===== src/rtl/nios_memory_arbiter.sv =====
// nios_memory_arbiter: round-robin two-master Avalon-MM arbiter for a single-port on-chip memory
// with bounded burst hold, one-cycle read latency and out-of-range blocking.
module nios_memory_arbiter #(
  parameter int ADDR_W    = 13,
  parameter int DATA_W    = 32,
  parameter int DEPTH     = 5320,
  parameter int MAX_BURST = 4
) (
  input  logic              clk,
  input  logic              reset_n,
  input  logic [ADDR_W-1:0] a_address,
  input  logic [3:0]        a_byteenable,
  input  logic              a_read,
  input  logic              a_write,
  input  logic [DATA_W-1:0] a_writedata,
  output logic              a_waitrequest,
  output logic [DATA_W-1:0] a_readdata,
  output logic              a_readdatavalid,
  input  logic [ADDR_W-1:0] b_address,
  input  logic [3:0]        b_byteenable,
  input  logic              b_read,
  input  logic              b_write,
  input  logic [DATA_W-1:0] b_writedata,
  output logic              b_waitrequest,
  output logic [DATA_W-1:0] b_readdata,
  output logic              b_readdatavalid,
  output logic [ADDR_W-1:0] mem_address,
  output logic [3:0]        mem_byteenable,
  output logic              mem_chipselect,
  output logic              mem_write,
  output logic [DATA_W-1:0] mem_writedata,
  output logic              mem_clken,
  input  logic [DATA_W-1:0] mem_readdata
);
  typedef enum logic [1:0] {IDLE, OWN_A, OWN_B} state_t;
  localparam logic [ADDR_W:0] DEPTH_L    = (ADDR_W+1)'(DEPTH);
  localparam logic [3:0]      BURST_LAST = 4'(MAX_BURST - 1);
  state_t     state_q, state_d;
  logic [3:0] burst_cnt_q, burst_cnt_d;
  logic       rr_last_q, rr_last_d;
  logic       pend_valid_q, pend_valid_d;
  logic       pend_owner_q, pend_owner_d;
  logic       pend_oor_q, pend_oor_d;
  logic       req_a, req_b, gnt_a, gnt_b, sat, same, wr, rd, in_range, rd_acc;
  // Owner/last-winner encoding: 0 = master A, 1 = master B.
  always_comb begin
    req_a           = a_read | a_write;
    req_b           = b_read | b_write;
    sat             = burst_cnt_q == BURST_LAST;
    gnt_a           = reset_n && req_a && (state_q == OWN_A ? !(sat && req_b) :
                                           state_q == OWN_B ? (!req_b || sat) :
                                                              (!req_b || rr_last_q));
    gnt_b           = reset_n && req_b && !gnt_a;
    same            = (gnt_a && state_q == OWN_A) || (gnt_b && state_q == OWN_B);
    state_d         = gnt_a ? OWN_A : gnt_b ? OWN_B : IDLE;
    rr_last_d       = gnt_a ? 1'b0 : gnt_b ? 1'b1 : rr_last_q;
    burst_cnt_d     = !same ? 4'd0 : sat ? burst_cnt_q : burst_cnt_q + 4'd1;
    wr              = gnt_b ? b_write : a_write;
    rd              = gnt_b ? b_read : a_read;
    mem_address     = gnt_b ? b_address : a_address;
    mem_byteenable  = gnt_b ? b_byteenable : a_byteenable;
    mem_writedata   = gnt_b ? b_writedata : a_writedata;
    in_range        = {1'b0, mem_address} < DEPTH_L;
    mem_chipselect  = (gnt_a || gnt_b) && in_range;
    mem_write       = mem_chipselect && wr;
    mem_clken       = reset_n;
    // Write wins over a simultaneous read, so only a pure read creates a pending strobe.
    rd_acc          = (gnt_a || gnt_b) && rd && !wr;
    pend_valid_d    = rd_acc;
    pend_owner_d    = rd_acc ? gnt_b : pend_owner_q;
    pend_oor_d      = rd_acc ? !in_range : pend_oor_q;
    a_waitrequest   = !gnt_a;
    b_waitrequest   = !gnt_b;
    a_readdatavalid = pend_valid_q && !pend_owner_q;
    b_readdatavalid = pend_valid_q && pend_owner_q;
    a_readdata      = (a_readdatavalid && !pend_oor_q) ? mem_readdata : '0;
    b_readdata      = (b_readdatavalid && !pend_oor_q) ? mem_readdata : '0;
  end
  always_ff @(posedge clk or negedge reset_n) begin
    if (!reset_n) begin
      state_q      <= IDLE;
      burst_cnt_q  <= 4'd0;
      rr_last_q    <= 1'b1;
      pend_valid_q <= 1'b0;
      pend_owner_q <= 1'b0;
      pend_oor_q   <= 1'b0;
    end else begin
      state_q      <= state_d;
      burst_cnt_q  <= burst_cnt_d;
      rr_last_q    <= rr_last_d;
      pend_valid_q <= pend_valid_d;
      pend_owner_q <= pend_owner_d;
      pend_oor_q   <= pend_oor_d;
    end
  end
endmodule

===== config.mk =====
export PLATFORM = sky130hd
export DESIGN_NAME = nios_memory_arbiter
export DESIGN_NICKNAME = d
export VERILOG_FILES = /design/src/rtl/nios_memory_arbiter.sv
export SDC_FILE = /design/constraint.sdc
export NUM_CORES = 1
export LEC_CHECK = 0
export CORE_AREA = 2 2 99 101
export DETAILED_ROUTE_END_ITERATION = 8
export DIE_AREA = 0 0 101 103
export DONT_BUFFER_PORTS = 1
export PLACE_DENSITY = 0.42
export SETUP_SLACK_MARGIN = 0.2
export SLEW_MARGIN = 20
export SYNTH_ARGS = -nofsm -noshare
export SYNTH_HDL_FRONTEND = slang
export SYNTH_SLANG_ARGS = --single-unit

===== constraint.sdc =====
create_clock -name clk -period 3.9 [get_ports clk]
set_input_delay 0.39 -clock clk [delete_from_list [all_inputs] [get_ports clk]]
set_output_delay 0.39 -clock clk [all_outputs]
set_load 0.02 [all_outputs]

==> metrics.cfg <==
[run_status]
status = finished clean

[die]
io_pins = 256
dieHeight_um = 103
die_x_um = 101
start_util_pct = 18.1
die_area_um2 = 10400
floorplan.rows = 36
coreArea_um2 = 9460

[yosys]
yosys.area.top_type = and2_1
synth-edff-count = 0
synth_top_area_share_pct = 23.7
synth_area_um2 = 1710
async_reset_ff_share_pct = 100
synthCells = 194
seq_area_frac_synth_pct = 14.7
synthTopCellsByArea = and2_1 24%, mux2_2 18%, mux2_1 14%
synth_seq_cells = 10
synthFlopType = dfrtp_1
synth.avg_cell_area_um2 = 8.84
ys_types = 41
synthesis.nets = 331
yosys_warnings = 0

[timing]
max_clock_freq_mhz = 337
drv_slew = 0
tns_ns = 0
finalSetupViolations = 0
fin_crit_sh_pct = 76.1
hold_slack_ns = 0.362
max-slew-margin-rel_pct = 46.2
worst_pin_slew_ns = 0.806
skew_ns = 0.00105
period_minus_slack_ns = 2.97
rsz0062_at_grt = false
finalHoldViolCount = 0

[clock_tree]
cts-root-buf = clkbuf_8
tritoncts = done
insertion_delay_ns = 0.23
cts_sinks = 10
htreeDepth = 1
cts_setup_buffers = 0
numCtsBuffers = 3
hold_buffers = 1
clock_path_buffers = 2
ctsResizeCount = 0
clk_pin_slew_ns = 0.04

[place]
placed_cell_area_um2 = 1800
port_buffers = 0
dp_hpwl_um = 5210
place_congestion = 0.754

[finish]
diodes = 0
drive_gt1_share_pct = 23.7
fin_nets = 328
area_delta_synth_final_pct = 8.47
fin_area_um2 = 1860

[setup_path]
regToRegStartpoint = burst_cnt_q[0]$_DFFE_PN0P_
critPathMaxFanout = 51
r2r_cells = 6
worstSetupEndpointType = primary output
critPathRequiredTime_ns = 3.51
timing.rr.end = pend_oor_q$_DFFE_PN0P_
crit_type = register to primary output
critPathLaunchType = register
cp.arrival_ns = 2.58
reg2reg_slack_ns = 1.80

[grt]
grt_max_degree = 52
grt_pass1_vias = 1377
grt_usage_pct = 9.33
antenna_found_initial = 0
grt.overflow.total = 0
grt_pass1_wl_um = 7420

[detailed_routing]
drt.antenna.violating_nets = 0
dr.pass1.iters = 5
vias = 1511
wire_per_inst_um = 19.3
drc = 0
wirelength_um = 5880
drt_iter0_markers = 50
via_per_inst = 4.97

[job]
drv_cap = 0

[power_and_ir_drop]
p_per_area_nw_per_um2 = 287
leakagePower_uw = 0.000721
ir_drop_mv = 0.150
total_power_uw = 534

[hold_path]
min_path_type = primary input to register
worstHoldStart = reset_n
whs_path_depth = 1
hold_path_end = pend_valid_q$_DFF_PN0_

## critical path, stage by stage, from the launching register on
cell	delay, ns
dfrtp_1	0.38
ha_1	0.21
nor3b_4	0.25
a211oi_2	0.15
o31ai_4	0.27
buf_4	0.56
mux2_1	0.50
## through the flow
step / worst slack, ns / std cells / utilization, %
finish: 0.931 / 304 / 19.7
CTS: 0.890 / 304 / 19.6
detailed placement: 1.14 / 299 / 19.0
global placement: 1.21 / 299 / 19.0
floorplan: 1.46 / 194 / -
global route: 0.729 / 304 / 19.7
## how the worst max path moves through the flow
stage | from | to | slack [ns] | cells after the start
final | burst_cnt_q[0]$_DFFE_PN0P_ | mem_writedata[27] | 0.93 | 6
after global routing | burst_cnt_q[0]$_DFFE_PN0P_ | mem_writedata[27] | 0.73 | 6
after CTS | burst_cnt_q[0]$_DFFE_PN0P_ | mem_writedata[27] | 0.89 | 6
after detailed placement | burst_cnt_q[0]$_DFFE_PN0P_ | mem_writedata[27] | 1.14 | 6
after global placement | burst_cnt_q[0]$_DFFE_PN0P_ | mem_writedata[27] | 1.21 | 6
after floorplan | burst_cnt_q[0]$_DFFE_PN0P_ | mem_write | 1.46 | 6
## final cells by class
| class | instances | area, µm² |
|---|---|---|
| clock buffer | 4 | 45.0 |
| tap | 114 | 143 |
| inverter | 4 | 15.0 |
| multi-input combinational | 168 | 1370 |
| sequential | 10 | 251 |
| fill | 1045 | 7600 |
| timing repair buffer | 4 | 32.5 |
## where the power goes
part / switching [µW] / internal [µW] / total [µW] / leakage, µW
logic: 195 / 96.7 / 291 / 0.000570
clock network: 34.9 / 71.1 / 106 / 0.0000228
registers: 17.2 / 119 / 136 / 0.000128
total: 247 / 287 / 534 / 0.000721
## synth_stat cells (2+ instances only)
library cell	number
o21a_1	2
mux2_1	22
o21ai_0	9
clkbuf_1	6
nor3b_1	2
a21oi_1	4
o311a_1	2
inv_1	4
mux2_2	27
dfrtp_1	9
nor2_1	4
nand2_1	5
buf_6	5
and2_1	65
and2b_2	2
## cells by family (layout without fill, tap and decap cells)
| kind of cell | count (synthesis) | in the layout | synth area share, % |
|---|---|---|---|
| mux | 51 | 51 | 33.6 |
| xor+xnor | 2 | 2 | 1.02 |
| simple gates | 88 | 88 | 32.4 |
| fa+ha+maj | 1 | 1 | 0.730 |
| flops | 10 | 10 | 14.7 |
| buf+inv | 16 | 12 | 5.91 |
| compound gates | 26 | 26 | 11.6 |
## cell usage in the layout, fill, tap and decap left out, drive strengths merged
cell	n
a211oi	1
dfrtp	9
mux2i	1
nor2	4
xor2	1
o311a	2
dlygate4sd3	1
o21a	2
a21oi	4
or2	1
and2	65
or3b	1
nand2b	1
nor3	1
nand2	5
o22a	1
ha	1
o22ai	1
clkbuf	4
nor3b	3
o31a	2
xnor2	1
o2111a	1
o31ai	1
mux2	50
nor2b	1
and2b	2
inv	4
and3b	1
nand3b	1
nand3	1
or2b	1
dfstp	1
o21ai	10
buf	3
a2bb2oi	1
## flip-flops by register name, indices dropped and copies added (netlist names)
name / cells
pend_oor_q: 1
pend_valid_q: 1
burst_cnt_q: 4
state_q: 2
rr_last_q: 1
pend_owner_q: 1
## metal layers
metal,GRT usage (%),part of all wire (%),up-vias
met1,10.0,35,690
met2,19.3,54,158
li1,-,-,663
met5,0,0,-
met3,2.37,11,0
met4,0,0,0
No activity file was read; power rests on OpenSTA's default activity.
